$ cat src/rtl/program_loader_pkg.sv
// Shared types and defaults for the switch-driven program loader.
// Holds the loader FSM state encoding and default word/address/chunk widths.
package program_loader_pkg;

    localparam int I_SIZE_DEF = 20;
    localparam int P_SIZE_DEF = 5;
    localparam int C_SIZE_DEF = 8;

    typedef enum logic [1:0] {
        IDLE,
        COLLECT,
        WRITE,
        FULL
    } loaderState_t;

    // Chunks needed to cover one instruction word (ceiling division).
    function automatic int nchunk(input int i_size, input int c_size);
        return (i_size + c_size - 1) / c_size;
    endfunction

endpackage

$ cat src/rtl/program_loader_if.sv
// Loader bus: switch/button inputs, RAM write port and status outputs.
// master = loader side (drives RAM/status), slave = board/RAM side.
interface program_loader_if #(
    parameter int I_SIZE = 20,
    parameter int P_SIZE = 5,
    parameter int C_SIZE = 8
);

    logic              loadEn;
    logic              strobe;
    logic [C_SIZE-1:0] dataIn;
    logic              memWe;
    logic [P_SIZE-1:0] memAddr;
    logic [I_SIZE-1:0] memData;
    logic              cpuHold;
    logic [P_SIZE-1:0] loadAddr;
    logic [1:0]        chunkIdx;
    logic              full;

    modport master (
        input  loadEn, strobe, dataIn,
        output memWe, memAddr, memData,
        output cpuHold, loadAddr, chunkIdx, full
    );

    modport slave (
        output loadEn, strobe, dataIn,
        input  memWe, memAddr, memData,
        input  cpuHold, loadAddr, chunkIdx, full
    );

endinterface

$ cat src/rtl/program_loader_edge_detect.sv
// Registered rising-edge detector: pulse = sig & ~sig_q.
// Ports: clk, rst (async high), sig in, pulse out. History resets to RST_VAL.
module edge_detect #(
    parameter logic RST_VAL = 1'b1
) (
    input  logic clk,
    input  logic rst,
    input  logic sig,
    output logic pulse
);

    logic sig_q;

    always_ff @(posedge clk or posedge rst) begin
        if (rst) sig_q <= RST_VAL;
        else     sig_q <= sig;
    end

    assign pulse = sig & ~sig_q;

endmodule

$ cat src/rtl/program_loader.sv
// Loads instruction words into program RAM from switch chunks, MSB chunk first.
// Ports: clk, rst (async high), bus (master): loadEn/strobe/dataIn in; RAM write + status out.
module program_loader
    import program_loader_pkg::*;
#(
    parameter int I_SIZE = I_SIZE_DEF,
    parameter int P_SIZE = P_SIZE_DEF,
    parameter int C_SIZE = C_SIZE_DEF
) (
    input  logic              clk,
    input  logic              rst,
    program_loader_if.master  bus
);

    localparam int NCHUNK = nchunk(I_SIZE, C_SIZE);
    localparam int AW     = NCHUNK * C_SIZE;
    localparam logic [1:0] LAST = 2'(NCHUNK - 1);

    logic pulse;

    edge_detect #(.RST_VAL(1'b1)) u_edge (
        .clk   (clk),
        .rst   (rst),
        .sig   (bus.strobe),
        .pulse (pulse)
    );

    loaderState_t      state_q, state_d;
    logic [AW-1:0]     asm_q, asm_d;
    logic [P_SIZE-1:0] load_addr_q, load_addr_d;
    logic [1:0]        chunk_q, chunk_d;
    logic              mem_we_q, mem_we_d;
    logic [P_SIZE-1:0] mem_addr_q, mem_addr_d;
    logic [I_SIZE-1:0] mem_data_q, mem_data_d;
    logic              hold_q, hold_d;
    logic              full_q, full_d;

    always_comb begin
        state_d     = state_q;
        asm_d       = asm_q;
        load_addr_d = load_addr_q;
        chunk_d     = chunk_q;
        mem_addr_d  = mem_addr_q;
        mem_data_d  = mem_data_q;

        unique case (state_q)
            IDLE: begin
                if (bus.loadEn) begin
                    state_d     = COLLECT;
                    load_addr_d = '0;
                    chunk_d     = '0;
                    asm_d       = '0;
                end
            end
            COLLECT: begin
                // A final-chunk edge wins over a simultaneous loadEn drop.
                if (pulse) begin
                    asm_d   = (asm_q << C_SIZE) | AW'(bus.dataIn);
                    chunk_d = chunk_q + 2'd1;
                    if (chunk_q == LAST) state_d = WRITE;
                end else if (!bus.loadEn) begin
                    state_d = IDLE;
                end
            end
            WRITE: begin
                chunk_d = '0;
                if (&load_addr_q) begin
                    state_d = FULL;
                end else begin
                    load_addr_d = load_addr_q + 1'b1;
                    state_d     = bus.loadEn ? COLLECT : IDLE;
                end
            end
            FULL: begin
                if (!bus.loadEn) begin
                    state_d     = IDLE;
                    load_addr_d = '0;
                end
            end
            default: state_d = IDLE;
        endcase

        // Outputs are registered from the next state so they align with it.
        mem_we_d = (state_d == WRITE);
        if (state_d == WRITE) begin
            mem_addr_d = load_addr_q;
            mem_data_d = asm_d[I_SIZE-1:0];
        end
        hold_d = (state_d != IDLE);
        full_d = (state_d == FULL);
    end

    always_ff @(posedge clk or posedge rst) begin
        if (rst) begin
            state_q     <= IDLE;
            asm_q       <= '0;
            load_addr_q <= '0;
            chunk_q     <= '0;
            mem_we_q    <= 1'b0;
            mem_addr_q  <= '0;
            mem_data_q  <= '0;
            hold_q      <= 1'b0;
            full_q      <= 1'b0;
        end else begin
            state_q     <= state_d;
            asm_q       <= asm_d;
            load_addr_q <= load_addr_d;
            chunk_q     <= chunk_d;
            mem_we_q    <= mem_we_d;
            mem_addr_q  <= mem_addr_d;
            mem_data_q  <= mem_data_d;
            hold_q      <= hold_d;
            full_q      <= full_d;
        end
    end

    assign bus.memWe    = mem_we_q;
    assign bus.memAddr  = mem_addr_q;
    assign bus.memData  = mem_data_q;
    assign bus.cpuHold  = hold_q;
    assign bus.loadAddr = load_addr_q;
    assign bus.chunkIdx = chunk_q;
    assign bus.full     = full_q;

endmodule

$ cat src/flat_wrapper.sv
// flat-port wrapper written by rule: the top's interface ports become plain ports
module program_loader_flat import program_loader_pkg::*;
#(
    parameter int I_SIZE = I_SIZE_DEF,
    parameter int P_SIZE = P_SIZE_DEF,
    parameter int C_SIZE = C_SIZE_DEF
)
  (clk, rst, bus_loadEn, bus_strobe, bus_dataIn, bus_memWe, bus_memAddr, bus_memData, bus_cpuHold, bus_loadAddr, bus_chunkIdx, bus_full);
  program_loader_if #(.I_SIZE(I_SIZE), .P_SIZE(P_SIZE), .C_SIZE(C_SIZE)) bus_i ();
  input  logic clk;
  input  logic rst;
  input wire logic [$bits(bus_i.loadEn)-1:0] bus_loadEn;
  input wire logic [$bits(bus_i.strobe)-1:0] bus_strobe;
  input wire logic [$bits(bus_i.dataIn)-1:0] bus_dataIn;
  output wire logic [$bits(bus_i.memWe)-1:0] bus_memWe;
  output wire logic [$bits(bus_i.memAddr)-1:0] bus_memAddr;
  output wire logic [$bits(bus_i.memData)-1:0] bus_memData;
  output wire logic [$bits(bus_i.cpuHold)-1:0] bus_cpuHold;
  output wire logic [$bits(bus_i.loadAddr)-1:0] bus_loadAddr;
  output wire logic [$bits(bus_i.chunkIdx)-1:0] bus_chunkIdx;
  output wire logic [$bits(bus_i.full)-1:0] bus_full;
  assign bus_i.loadEn = bus_loadEn;
  assign bus_i.strobe = bus_strobe;
  assign bus_i.dataIn = bus_dataIn;
  assign bus_memWe = bus_i.memWe;
  assign bus_memAddr = bus_i.memAddr;
  assign bus_memData = bus_i.memData;
  assign bus_cpuHold = bus_i.cpuHold;
  assign bus_loadAddr = bus_i.loadAddr;
  assign bus_chunkIdx = bus_i.chunkIdx;
  assign bus_full = bus_i.full;
  program_loader #(.I_SIZE(I_SIZE), .P_SIZE(P_SIZE), .C_SIZE(C_SIZE)) u_core (.clk(clk), .rst(rst), .bus(bus_i));
endmodule
$ cat config.mk
export PLATFORM = sky130hd
export DESIGN_NAME = program_loader_flat
export DESIGN_NICKNAME = d
export VERILOG_FILES = /design/src/rtl/program_loader_pkg.sv /design/src/rtl/program_loader_if.sv /design/src/rtl/program_loader_edge_detect.sv /design/src/rtl/program_loader.sv /design/src/flat_wrapper.sv
export SDC_FILE = /design/constraint.sdc
export NUM_CORES = 1
export LEC_CHECK = 0
export ABC_AREA = 1
export CAP_MARGIN = 20
export CORE_MARGIN = 4
export CORE_UTILIZATION = 56
export DETAILED_ROUTE_END_ITERATION = 16
export PLACE_DENSITY_LB_ADDON = 0.05
export SLEW_MARGIN = 0
export SYNTH_ARGS = -nofsm -noshare
export SYNTH_HDL_FRONTEND = slang
export SYNTH_HIERARCHICAL = 1
export SYNTH_SLANG_ARGS = --single-unit
$ cat constraint.sdc
create_clock -name clk -period 3.76 [get_ports clk]
set_input_delay 0.752 -clock clk [delete_from_list [all_inputs] [get_ports clk]]
set_output_delay 0.752 -clock clk [all_outputs]
set_load 0.05 [all_outputs]
# [Word-level counts from Yosys, hierarchy flattened]
# Cells that the tools add are included.
[word_totals] word_cells=49 reg_bits=58 in_bits=12
[classes] add_sub_neg=2 n_eq_ne=10 n_bitwise=3 n_mux=17 n_reduce_logical=7
[op_table] operator="$mux 20" n=2
[op_table] operator="$pmux 20 s2" n=1
[op_table] operator="$or 20x8->20" n=1
[op_table] operator="$mux 5" n=3
[op_table] operator="$pmux 5 s3" n=1
[op_table] operator="$mux 2" n=7
[op_table] operator="$eq 2x2->1 const B" n=5
[op_table] operator="$pmux 2 s4" n=1
[op_table] operator="$ne 2x2->1 const B" n=3
[op_table] operator="$pmux 2 s3" n=1
[op_table] operator="$reduce_bool 3->1" n=2
[op_table] operator="$add 5x1->5 const B" n=1
[op_table] operator="$reduce_and 5->1" n=1
[op_table] operator="$reduce_and 4->1" n=1
[op_table] operator="$reduce_and 3->1" n=1
[op_table] operator="$add 2x1->2 const B" n=1
[op_table] operator="$eq 2x1->1 const B" n=1
[op_table] operator="$logic_not 2->1" n=1
[op_table] operator="$ne 2x1->1 const B" n=1
[op_table] operator="$reduce_bool 2->1" n=1
[op_table] operator="$and 1x1->1" n=1
[op_table] operator="$mux 1" n=1
[op_table] operator="$not 1->1" n=1

# [Depth between registers and ports, before layout]
[logic_depth] word_depth=5 mapped_depth=14 mapped_depth_nobuf=13

# [Modules after synthesis]
# The synthesis kept the hierarchy.
[by_module_without_submodules] module="program_loader" n_inst=1 seq_area_each_um2=1426.4 cells_per_inst=286 area_per_inst_um2=2618.8
[by_module_without_submodules] module="edge_detect" n_inst=1 seq_area_each_um2=26.3 cells_per_inst=4 area_per_inst_um2=40.0

# [Worst setup path before layout]
# Ideal clock, no wire load.
[synth_path] path_kind="register to register" start="register u_core.load_addr_q[1] (netlist: u_core/bus.loadAddr[1])" end="register u_core.mem_data_q[10] (netlist: u_core/bus.memData[10])" path_slack_ps=1660 setup_ps=119 path_stages_with_launch=15 arrival_ps=1982 required_time_ps=3641 cell_sequence="dfrtp_1 -> ha_1 -> nand2_1 -> nor2_1 -> ha_1 -> nand2_4 -> nand2_1 -> inv_1 -> nand2_2 -> nand2_4 -> nand2_8 -> nand2_8 -> buf_8 -> nand2_2 -> nand2_1"
[synth_via] elab_chain_cells=4
[synth_lines] item="start: declaration" line_no="program_loader.sv:30" rtl="logic [P_SIZE-1:0] load_addr_q, load_addr_d;"
[synth_lines] item="start signal: assignment" line_no="program_loader.sv:107" rtl="load_addr_q <= load_addr_d;"
[synth_lines] item="$reduce_and 5->1" line_no="program_loader.sv:67" rtl="if (&load_addr_q) begin"
[synth_lines] item="$mux 2" line_no="program_loader.sv:67"
[synth_lines] item="$pmux 2 s4" line_no="program_loader.sv:46" rtl="unique case (state_q)"
[synth_lines] item="$eq 2x2->1" line_no="program_loader.sv:85" rtl="if (state_d == WRITE) begin"
[synth_lines] item="end signal: assignment" line_no="program_loader.sv:111" rtl="mem_data_q <= mem_data_d;"
[synth_lines] item="end: declaration" line_no="program_loader.sv:34" rtl="logic [I_SIZE-1:0] mem_data_q, mem_data_d;"
# Every way passes these cells.
# A chain may end at the register's enable or synchronous reset.

# [Final worst setup path]
[layout_path] start="register u_core.state_q[1]" end="register u_core.mem_data_q[6] (netlist: u_core/bus.memData[6])"
[layout_via] word_cells_on_any_way=11
[layout_rtl] item="start: declaration" line_no="program_loader.sv:28" rtl="loaderState_t state_q, state_d;"
[layout_rtl] item="start signal: assignment" line_no="program_loader.sv:105" rtl="state_q <= state_d;"
[layout_rtl] item="$eq 2x1->1 / $logic_not 2->1 (equally long branches)" line_no="program_loader.sv:46"
[layout_rtl] item="$pmux 20 s2 (*)" line_no="program_loader.sv:46"
[layout_rtl] item="via u_core.asm_d[6]" line_no="program_loader.sv:29" rtl="logic [AW-1:0] asm_q, asm_d;"
# Mark *: on every way through the listed nets, which the timed path passes. The rest lies on a longest branch.

==> flow_metrics.py <==
metrics = {
    "detailed_routing": {
        "wl_per_cell_um": 13.88,
        "drtPass1Iterations": 4,
        "finalWirelength_um": 5441,
        "num_vias": 2047,
        "drt_iter0_drc": 134,
        "via_per_inst": 5.222,
        "drc": 0,
        "ant_nets": 0,
    },
    "synthesis": {
        "post_synth.cell_area_avg_um2": 9.168,
        "synth_edf_count": 0,
        "ys_types": 22,
        "ys_top_cells_by_area": "dfrtp_1, nand2_1, nand3_1",
        "synth_warnings": 6,
        "async_flop_share_pct": 100.0,
        "synth_seq_cells": 58,
        "synth-main-ff-cell": "dfrtp_1",
        "yosysTopAreaCell": "dfrtp_1",
        "synth_area_um2": 2659,
        "synth_common_cells": "nand2_1, dfrtp_1, nand3_1",
        "netlist_instances": 290,
        "synth_seq_area_share_pct": 54.64,
        "synth_top_area_share_pct": 53.65,
        "synth_nets": 309,
        "yosysMostFrequentCell": "nand2_1",
    },
    "global_route": {
        "grt_use_total_pct": 20.41,
        "grt_first_pass_wirelength_um": 9694,
        "grt_max_degree": 37,
        "grt-ovfl-total": 0,
        "antenna_found_initial": 0,
        "grt_pass1_vias": 2038,
    },
    "power_and_ir_drop": {
        "power.net_switching_uw": 838.5,
        "power.internal_mw": 1.299,
        "switching_share_pct": 39.22,
        "combPwrFrac_pct": 34.8,
        "p_seq_share_pct": 37.5,
        "powerDensity_nw_per_um2": 647.9,
        "p_clk_share_pct": 27.8,
        "vdd_drop_max_mv": 0.3441,
        "total_leakage_power_nw": 1.743,
    },
    "worst_hold_path": {
        "hp-start": "u_core/asm_q[18]",
        "whs_path_depth": 2,
        "min_to": "u_core/asm_q[18]",
        "hold_path_class": "reg2reg",
    },
    "critical_path": {
        "cpMostUsedCell": "nand2_1",
        "cp_slowest_stage_delay_ps": 750,
        "path_class": "reg2reg",
        "reg2regPathDepth": 9,
        "path_max_fanout": 26,
        "reg2reg_to": "u_core/bus.memData[6]",
        "ff2ff_setup_slack_ps": 1370,
        "arrival_ps": 2660,
        "slowest_stage": "ha_1",
        "worstPathRequired_ps": 4030,
        "r2r_start": "u_core/state_q[1]",
        "critPathTopFamily": "adder cells",
        "cp.buffers_inverters": 2,
        "setup.worst_path.start_class": "flop",
        "cp-end-kind": "flop",
        "cp_cell_sequence": "inv_1 -> ha_1 -> nand2_1 -> o211ai_1 -> buf_4 -> nand2_1 -> nand2_1 -> nand3_1 -> nand2_1",
    },
    "timing": {
        "finalCritPeriodShare_pct": 63.69,
        "final-hold-violation-count": 0,
        "fmax_ghz": 0.4176,
        "setup_slack_ps": 1365,
        "fin_worst_skew_ps": 3.079,
        "worst_hold_slack_ps": 471.8,
        "rsz0062_at_grt": "false",
        "worst_pin_slew_ps": 901.7,
        "tns_ps": 0,
        "max_slew_margin_pct": 39.89,
        "drv_slew": 0,
        "finalSetupViolCount": 0,
        "period_minus_slack_ps": 2395,
    },
    "clock_tree": {
        "clk_latency_ps": 330,
        "cts_tree": "built",
        "cts-htree-levels": 3,
        "cts_buffers": 9,
        "cts_setup_buffers": 0,
        "cts_sinks": 58,
        "cts_root_buf": "clkbuf_8",
        "cts.clk_slew.worst_paths_ps": 60,
        "cts_resized": 0,
        "cts.path.max_buffers": 2,
        "cts_hold_buffers": 0,
    },
    "cells_and_area": {
        "nets": 355,
        "layout-drive-gt1-share_pct": 15.29,
        "diodes": 0,
        "synthToLayoutAreaGrowth_pct": 24.09,
        "fillCellCount": 348,
    },
    "place": {
        "place.gp.congestion": 0.7895,
        "pre_cts_slack_ps": 1029,
        "port_buffers": 46,
        "dp_hpwl_um": 3515,
    },
    "die": {
        "die_w_um": 76.91,
        "start_util_pct": 59.42,
        "die_h_um": 76.91,
        "die_area_um2": 5914,
        "core_area_um2": 4474,
        "io-pin-count": 47,
        "rows": 24,
    },
    "flow_run": {
        "maxCapViolations": 0,
    },
    "outcome": {
        "outcome": "finished, final reports clean",
    },
}
==> routing by layer <==
layer | up-vias | track usage [%] | wire [um]
met3 | 5 | 6.323 | 284
met1 | 970 | 29.56 | 2699
li1 | 1015 | - | -
met4 | 0 | 7.246 | 51
met2 | 57 | 28.83 | 2405
met5 | - | 0 | 0
==> power by group through the flow <==
stage | combinational, mW | sequential, mW | clock [mW]
after floorplan | 0.410 | 0.966 | 0
after global placement | 0.725 | 0.808 | 0
after detailed placement | 0.745 | 0.811 | 0
after CTS | 0.747 | 0.801 | 0.604
after global routing | 0.811 | 0.813 | 0.640
final | 0.743 | 0.801 | 0.594
==> cell families after synthesis <==
group,Yosys count,share of synthesized area (%)
AND/OR/NAND/NOR,181,33.08
flip-flops,58,54.64
buffers and inverters,34,7.011
AO/OA/AOI/OAI,10,1.976
adder cells (fa/ha/maj),7,3.294
==> final cells by class <==
type	count	area [um^2]	share of cell area (%)
sequential	58	1453	44.03
multi-input combinational	198	1020	30.91
timing repair buffer	49	483.0	14.64
clock buffer	13	168.9	5.119
inverter	20	75.07	2.275
tap	52	65.06	1.972
clock inverter	2	35.03	1.062
==> sequential cells by signal (all words and copies together), names as in the netlist <==
name,cells
u_core/bus.memData,20
u_core/bus.full,1
u_core/state_q,2
u_core/bus.chunkIdx,2
u_core/bus.memWe,1
u_core/bus.memAddr,5
u_core/u_edge/sig_q,1
u_core/bus.loadAddr,5
u_core/bus.cpuHold,1
u_core/asm_q,20
==> how the worst max path moves through the flow <==
stage | startpoint | endpoint | cells past startpoint
after floorplan | rst | u_core/asm_q[0] | 1
after global placement | bus_strobe | u_core/bus.memAddr[3] | 12
after detailed placement | bus_strobe | u_core/bus.memAddr[1] | 12
after CTS | u_core/state_q[1] | u_core/bus.memAddr[1] | 8
after global routing | u_core/state_q[1] | u_core/bus.memAddr[0] | 8
final | u_core/state_q[1] | u_core/bus.memData[6] | 9
==> layout by cell type (no fill, tap or decap) <==
cell,Yosys,layout
a21oi_1,2,2
buf_4,3,3
bufinv_16,0,1
clkbuf_1,4,1
clkbuf_8,0,12
clkdlybuf4s50_1,0,46
clkinv_2,0,1
dfrtp_1,57,57
dfstp_2,1,1
ha_1,7,7
inv_1,18,17
inv_2,2,3
nand2_1,91,91
nand2_2,23,23
nand2_4,3,3
nand2_8,2,2
nand3_1,52,52
nand3_2,2,2
nand4_1,3,3
nor2_1,4,4
nor2_2,1,1
o211ai_1,1,1
o21ai_0,7,7
==> stage by stage <==
step           cells  cell area [um^2]  total power [mW]  util, %
3_3_place_gp     377              3095             1.533    69.18
2_1_floorplan    290              2659             1.376        -
3_5_place_dp     377              3095             1.556    69.18
5_1_grt          392              3299             2.264    73.74
4_1_cts          392              3299             2.152    73.74
6_report         392              3299             2.138    73.74
==> worst register-to-register path: stages, from the launching register on <==
cell      delay (ps)
dfrtp_1          470
inv_1            120
ha_1             750
nand2_1          190
o211ai_1         140
buf_4            280
nand2_1           90
nand2_1          100
nand3_1           90
nand2_1           90
Note: power is estimated with default switching activity, not from simulation.
